`src/rtl/aes_round_sequencer.sv`:
```
// AES-128 round-level sequencer: key fetch, stage drive and feedback per round.
// Optional stage watchdog enabled by defining AES_SEQ_TIMEOUT_EN.
module aes_round_sequencer #(
  parameter int unsigned NR      = 10,
  parameter int unsigned TIMEOUT = 63
) (
  input  logic         clk_i,
  input  logic         rst_i,
  input  logic         start_i,
  input  logic [127:0] plaintext_i,
  output logic         ready_o,
  output logic         busy_o,
  output logic         done_o,
  output logic [127:0] ciphertext_o,
  input  logic         abort_i,
  output logic         err_o,
  output logic         rk_req_o,
  output logic [3:0]   rk_idx_o,
  input  logic         rk_valid_i,
  input  logic [127:0] rk_i,
  output logic         stage_en_o,
  output logic         stage_hold_o,
  output logic         stage_rst_n_o,
  output logic         zero_round_o,
  output logic         final_round_o,
  output logic [127:0] stage_state_o,
  output logic [127:0] stage_key_o,
  input  logic         stage_done_i,
  input  logic [127:0] stage_state_i
);

  typedef enum logic [2:0] {
    IDLE, KEYREQ, ROUND, CAPTURE, DONE
  } st_e;

  localparam logic [3:0] NR_C = 4'(NR);

  st_e          st_q, st_d;
  logic [3:0]   round_q, round_d;
  logic [127:0] blk_q, blk_d;
  logic [127:0] key_q, key_d;
  logic [127:0] ct_q, ct_d;
  logic         srst_q, srst_d;
  logic         err_q, err_d;
  logic         accept, kill, tmo;

`ifdef AES_SEQ_TIMEOUT_EN
  localparam logic [5:0] TMO_LAST = 6'(TIMEOUT - 1);
  logic [5:0] wd_q, wd_d;

  // counter sits at zero outside ROUND, so it restarts on every entry
  always_comb begin
    wd_d = '0;
    tmo  = 1'b0;
    if (st_q == ROUND) begin
      wd_d = wd_q + 6'd1;
      tmo  = !stage_done_i && (wd_q == TMO_LAST);
    end
  end
`else
  logic unused_tmo;
  assign unused_tmo = (TIMEOUT == 0);
  assign tmo = 1'b0;
`endif

  always_comb begin
    st_d    = st_q;
    round_d = round_q;
    blk_d   = blk_q;
    key_d   = key_q;
    ct_d    = ct_q;
    err_d   = err_q;
    accept  = (st_q == IDLE) && start_i && !abort_i;
    kill    = (st_q != IDLE) && (abort_i || tmo);
    srst_d  = kill;
    unique case (st_q)
      IDLE: begin
        if (accept) begin
          blk_d   = plaintext_i;
          round_d = '0;
          err_d   = 1'b0;
          st_d    = KEYREQ;
        end
      end
      KEYREQ: begin
        if (rk_valid_i) begin
          key_d = rk_i;
          st_d  = ROUND;
        end
      end
      ROUND: begin
        if (stage_done_i) st_d = CAPTURE;
      end
      CAPTURE: begin
        blk_d = stage_state_i;
        if (round_q == NR_C) begin
          ct_d = stage_state_i;
          st_d = DONE;
        end else begin
          round_d = round_q + 4'd1;
          st_d    = KEYREQ;
        end
      end
      DONE: st_d = IDLE;
      default: st_d = IDLE;
    endcase
    if (kill) begin
      st_d = IDLE;
      ct_d = ct_q;
    end
    if (tmo) err_d = 1'b1;
  end

  always_ff @(posedge clk_i) begin
    if (rst_i) begin
      st_q    <= IDLE;
      round_q <= '0;
      blk_q   <= '0;
      key_q   <= '0;
      ct_q    <= '0;
      srst_q  <= 1'b1;
      err_q   <= 1'b0;
`ifdef AES_SEQ_TIMEOUT_EN
      wd_q    <= '0;
`endif
    end else begin
      st_q    <= st_d;
      round_q <= round_d;
      blk_q   <= blk_d;
      key_q   <= key_d;
      ct_q    <= ct_d;
      srst_q  <= srst_d;
      err_q   <= err_d;
`ifdef AES_SEQ_TIMEOUT_EN
      wd_q    <= wd_d;
`endif
    end
  end

  assign ready_o       = (st_q == IDLE);
  assign busy_o        = (st_q != IDLE);
  assign done_o        = (st_q == DONE);
  assign ciphertext_o  = ct_q;
  assign err_o         = err_q;
  assign rk_req_o      = (st_q == KEYREQ);
  assign rk_idx_o      = round_q;
  assign stage_en_o    = (st_q == ROUND);
  assign stage_hold_o  = (st_q == ROUND) || (st_q == CAPTURE);
  assign stage_rst_n_o = ~srst_q;
  assign zero_round_o  = (st_q == ROUND) && (round_q == 4'd0);
  assign final_round_o = (st_q == ROUND) && (round_q == NR_C);
  assign stage_state_o = blk_q;
  assign stage_key_o   = key_q;

endmodule

```
`config.mk`:
```
export PLATFORM = sky130hd
export DESIGN_NAME = aes_round_sequencer
export DESIGN_NICKNAME = d
export VERILOG_FILES = /design/src/rtl/aes_round_sequencer.sv
export SDC_FILE = /design/constraint.sdc
export NUM_CORES = 1
export LEC_CHECK = 0
export ABC_AREA = 1
export BUFFER_PORTS_ARGS = -buffer_cell sky130_fd_sc_hd__buf_2
export CAP_MARGIN = 25
export CORE_AREA = 8 8 303 305
export DETAILED_ROUTE_END_ITERATION = 7
export DIE_AREA = 0 0 311 313
export GPL_ROUTABILITY_DRIVEN = 0
export PLACE_DENSITY = 0.37
export SYNTH_ARGS = -nofsm -noshare
export SYNTH_HDL_FRONTEND = slang
export SYNTH_SLANG_ARGS = --single-unit
```
`constraint.sdc`:
```
create_clock -name clk_i -period 3 [get_ports clk_i]
set_clock_uncertainty 0.1 [all_clocks]
set_input_delay 0.3 -clock clk_i [delete_from_list [all_inputs] [get_ports clk_i]]
set_output_delay 0.3 -clock clk_i [all_outputs]
set_load 0.005 [all_outputs]
```
==> results of run 1 <==
## final cells by class
type / instances / area (µm²) / share of cell area (%)
multi-input cells: 1607 / 6780 / 25.8
clock inverters: 15 / 155 / 0.591
clock buffers: 80 / 1540 / 5.85
well taps: 1165 / 1460 / 5.55
flip-flops and latches: 392 / 7850 / 29.9
inverters: 22 / 90.1 / 0.343
diodes: 5 / 12.5 / 0.0476
repair buffers: 1218 / 8390 / 31.9
## cells in the mapped netlist
cell | instances | area share (%)
buf_2 | 74 | 2.4
buf_1 | 4 | 0.097
nand4_1 | 1 | 0.041
inv_2 | 1 | 0.024
o21ai_0 | 96 | 3.1
nor2_2 | 1 | 0.041
clkbuf_2 | 3 | 0.097
nand3_1 | 139 | 4.5
nand2_1 | 797 | 19
ha_1 | 3 | 0.24
nor2_1 | 274 | 6.7
nand2_2 | 3 | 0.12
clkinv_1 | 1 | 0.024
conb_1 | 1 | 0.024
o21ai_1 | 32 | 1.0
nor3_1 | 1 | 0.032
clkbuf_1 | 83 | 2.0
o22ai_1 | 1 | 0.041
buf_4 | 5 | 0.24
inv_1 | 20 | 0.49
dfxtp_1 | 392 | 51
buf_6 | 1 | 0.073
a21oi_1 | 258 | 8.4
## where the power goes
part | internal, mW | switching [mW] | leakage, nW | total (mW)
Clock | 3.68 | 2.54 | 0.838 | 6.22
Combinational | 1.70 | 2.77 | 8.05 | 4.47
Sequential | 5.72 | 0.291 | 3.18 | 6.01
## worst max-delay path, cell delays in order (launching register included)
cell and delay, ps:
dfxtp_1 380, nor2_1 260, nand2_1 210, inv_4 350
buf_4 280, buf_2 150
## per-layer routing
layer | wire, µm | global-route usage [%] | vias up
li1 | - | - | 9225
met1 | 35600 | 19.8 | 8591
met2 | 42700 | 29.4 | 640
met3 | 5510 | 4.25 | 132
met4 | 2990 | 5.83 | 4
met5 | 25 | 0 | -
## sequential cells by signal (all words and copies together), names as in the netlist
| name | count |
|---|---|
| stage_key_o | 128 |
| rk_idx_o | 4 |
| srst_q | 1 |
| st_q | 3 |
| stage_state_o | 128 |
| ciphertext_o | 128 |
## stage by stage
step	area, µm²	hold WS, ps
after floorplan	15400	348
after global placement	20600	347
after detailed placement	20600	350
after CTS	26300	0.607
after global routing	26300	46.3
final	26300	35.4
## placed cells by master, fill, tap and decap left out, drive strengths merged
master	count
nor2	275
nor3	1
nand4	1
bufinv	2
dlygate4sd3	399
a21oi	258
buf	819
clkinv	14
dfxtp	392
nand3	139
ha	3
clkbuf	80
inv	21
o21ai	128
nand2	800
o22ai	1
conb	1
diode	5
## cells by family (layout without fill, tap and decap cells)
logic type      Yosys count  count (layout)  share of synthesized area (%)
fa+ha+maj                 3               3                          0.243
other cells               1               6                         0.0243
simple gates           1216            1216                           30.8
buf+inv                 192            1335                           5.47
compound gates          387             387                           12.6
flops                   392             392                           50.9
## path summary, 6_finish.rpt
kind                    startpoint          endpoint  slack, ps  cells past startpoint
setup / recovery           st_q[1]          rk_req_o        360                      5
hold / removal    stage_state_i[4]  stage_state_o[4]         40                      5
setup reg to reg       rk_idx_o[0]  ciphertext_o[49]        380                     12
hold reg to reg    stage_key_o[24]   stage_key_o[24]        360                      2
## repair_timing
action / 4_1_cts / 5_1_grt
endpoints found under the hold margin: 386 / 0
hold buffers: 399 / 0
setup endpoints to repair: 0 / 0
resized for setup: 0 / 0
==> qor.yml, run 1 <==
route:
  routed_via_density: 4.13
  drt_wl_total_mm: 86.8
  ant_nets: 0
  first_pass_iters: 5
  drt_iter0_drc: 1099
  drc: 0
  route.vias.total: 18600
  wire_per_inst_um: 19.3
global_route:
  grt_pass1_wl_mm: 127
  grt_pass1_vias: 19100
  grt_overflow: 0
  grt_start_max_net_pins: 164
  grt_usage_pct: 16.8
  antenna_found_initial: 6
yosys:
  netlist_area_um2: 15400
  yosysSeqAreaShare_pct: 50.9
  avgSynthCellArea_um2: 7.04
  syn-instance-count: 2191
  syn-num-nets: 2584
  ys.warnings.count: 0
  synth.distinct_cells: 23
  ys_ff_latch: 392
clocking:
  cts_made_buffers: 51
  clk_pin_slew_worst_paths_ps: 60
  cts_tree: "yes"
  cts.sinks: 392
  post_cts_buffers: 0
  htreeDepth: 2
  clock_path_buffers: 3
  insertion_delay_ps: 590
  cts-root-buf: "clkbuf_16"
timing:
  slew_viol_final: 0
  finalHoldViolations: 0
  finalSetupViolCount: 0
  rsz0062_at_grt: "false"
  finalCritPeriodShare_pct: 87.9
  setup_ws_ps: 362
  slew_headroom_pct: 22.4
  setup_tns_ps: 0
  period_minus_slack_ps: 2640
  worst_pin_slew_ps: 1160
  max_freq_mhz: 379
pwr:
  total_power_mw: 16.7
  leakage_nw: 12.1
  p_per_area_nw_per_um2: 636
  ir_drop_v: 0.000370
floorplan:
  core_area_um2: 87300
  io_pins: 788
  die_area_um2: 97300
  fp.dieH_um: 313
  die_x_um: 311
  initial_core_util_pct: 17.7
  rows: 109
placed_design:
  dpl.cell_count: 4005
  dp_hpwl_mm: 62.9
  portBuffers: 786
  pre_cts_ws_ps: 824
run_status:
  status: "completed"
worst_setup_path:
  start_kind: "flip-flop"
  crit_type: "flip-flop to output pin"
  cp.required_ps: 2600
  cp.arrival_ps: 2240
  cp-end-kind: "output pin"
  cp_max_fo: 34
finish:
  final_cells: 4504
  syn_to_final_growth_pct: 70.3
  fin_util_pct: 30.1
  fillerInstances: 9743
  fin_nets: 3685
  drive_above_1_share_pct: 27.3
job:
  maxCapViolations: 0
min_path:
  hold_path.class: "input pin to flip-flop"
Power figures use the tool's default switching activity.
==> run 2: changes to the inputs <==
--- a/config.mk
+++ b/config.mk
@@ -12,6 +12,7 @@
 export DETAILED_ROUTE_END_ITERATION = 7
 export DIE_AREA = 0 0 311 313
 export GPL_ROUTABILITY_DRIVEN = 0
+export MAX_ROUTING_LAYER = met4
 export PLACE_DENSITY = 0.37
 export SYNTH_ARGS = -nofsm -noshare
 export SYNTH_HDL_FRONTEND = slang
==> qor.yml, run 2 (synthesis gave the netlist of run 1 again) <==
timing:
  setup_tns_ps: 0
  worst_pin_slew_ps: 1150
  slew_viol_final: 0
  slew_headroom_pct: 23.4
  finalSetupViolCount: 0
  period_minus_slack_ps: 2650
  finalCritPeriodShare_pct: 88.4
  rsz0062_at_grt: "false"
  finalHoldViolations: 0
  holdWs_ps: 34.6
  max_freq_mhz: 377
global_route:
  grt_pass1_wl_mm: 127
  grt_pass1_vias: 19100
  grt_overflow: 0
  grt_usage_pct: 17.3
  antenna_found_initial: 6
  grt_start_max_net_pins: 164
worst_setup_path:
  critPathBufInv: 3
  crit_chain: "nor2_1 -> nand2_1 -> inv_4 -> buf_4 -> buf_2"
  cp.required_ps: 2600
  cp_top_family: "buffers and inverters"
  start_kind: "flip-flop"
  crit_type: "flip-flop to output pin"
  cp_max_fo: 34
  cpPeakStageDelay_ps: 380
  cp.arrival_ps: 2250
  cp-end-kind: "output pin"
  crit_slowest_cell: "dfxtp_1"
finish:
  syn_to_final_growth_pct: 70.3
  final_common_cell: "nand2_1"
  final_cells: 4505
  fin_nets: 3685
  fin_util_pct: 30.1
  drive_above_1_share_pct: 27.3
  final_cell_mix: "nand2_1 (794), buf_2 (784), dlygate4sd3_1 (399), dfxtp_1 (392), nor2_1 (274)"
  fillerInstances: 9742
floorplan:
  fp.dieH_um: 313
  rows: 109
  io_pins: 788
  core_area_um2: 87300
  die_area_um2: 97300
  die_x_um: 311
  initial_core_util_pct: 17.7
clocking:
  cts_made_buffers: 51
  cts-root-buf: "clkbuf_16"
  htreeDepth: 2
  cts_tree: "yes"
  insertion_delay_ps: 590
  hold_buffers: 399
  clock_path_buffers: 3
  clk_pin_slew_worst_paths_ps: 60
  post_cts_buffers: 0
  cts_resized: 0
  cts.sinks: 392
placed_design:
  dp_hpwl_mm: 62.9
  portBuffers: 786
  dpl.cell_count: 4005
route:
  route.met2.wl_mm: 42.6
  route.vias.total: 18600
  routed.top_layer: "met4"
  drt_wl_total_mm: 86.8
  routed_via_density: 4.13
  drt_iter0_drc: 1036
  wl_met3_mm: 5.33
  first_pass_iters: 5
  wl_met1_mm: 35.9
  ant_nets: 0
  drc: 0
  wire_per_inst_um: 19.3
run_status:
  status: "completed"
pwr:
  seq_power_share_pct: 36.0
  pwr-share-clk_pct: 37.2
  switchingPower_mw: 5.60
  cell_internal_pwr_mw: 11.1
  power_frac_comb_pct: 26.8
  p_per_area_nw_per_um2: 636
  leakage_nw: 12.1
  swShare_pct: 33.5
  total_power_mw: 16.7
  ir_drop_v: 0.000371
job:
  maxCapViolations: 0
min_path:
  hold_path.class: "input pin to flip-flop"
[run 2: cell type report]
class,instances,area (µm²),share of cell area (%)
multi-input cells,1607,6780,25.8
flip-flops and latches,392,7850,29.9
clock inverters,15,155,0.591
well taps,1165,1460,5.55
repair buffers,1218,8390,31.9
diodes,6,15.0,0.0572
inverters,22,90.1,0.343
clock buffers,80,1540,5.85
[run 2: per-stage QoR]
step	setup WS [ps]	instance area [µm²]
after floorplan	1230	15400
after global placement	830	20600
after detailed placement	824	20600
after CTS	219	26300
after global routing	96.7	26300
final	349	26300
[run 2: final timing paths]
path                                       start                to  slack (ps)  cells past startpoint
worst max register to register       rk_idx_o[0]  ciphertext_o[49]         380                     12
worst min-delay path            stage_state_i[4]  stage_state_o[4]          30                      5
worst min register to register   stage_key_o[22]   stage_key_o[22]         360                      2
worst max-delay path                     st_q[1]          rk_req_o         350                      5
[run 2: worst reg2reg max path, cell delays in order (launching register included)]
cell           delay, ps
dfxtp_1              400
inv_1                100
ha_1                 220
nand2_1               80
nor2_1                60
nand2_2              130
clkinv_1             110
nand2_4              100
buf_12               220
buf_4                300
o21ai_0              100
dlygate4sd3_1        570
nor2_1                80
[run 2: power by group through the flow]
stage	sequential (mW)	combinational (mW)	clock (mW)
floorplan	6.13	2.03	0
global placement	6.12	4.15	0
detailed placement	6.12	4.12	0
CTS	6.01	4.58	6.47
global route	6.08	4.94	6.65
finish	6.01	4.47	6.21
[run 2: per-layer routing]
layer / track usage, % / vias up
met5: - / -
met4: 5.87 / 0
met3: 4.04 / 136
met2: 29.5 / 656
met1: 19.9 / 8609
li1: - / 9221
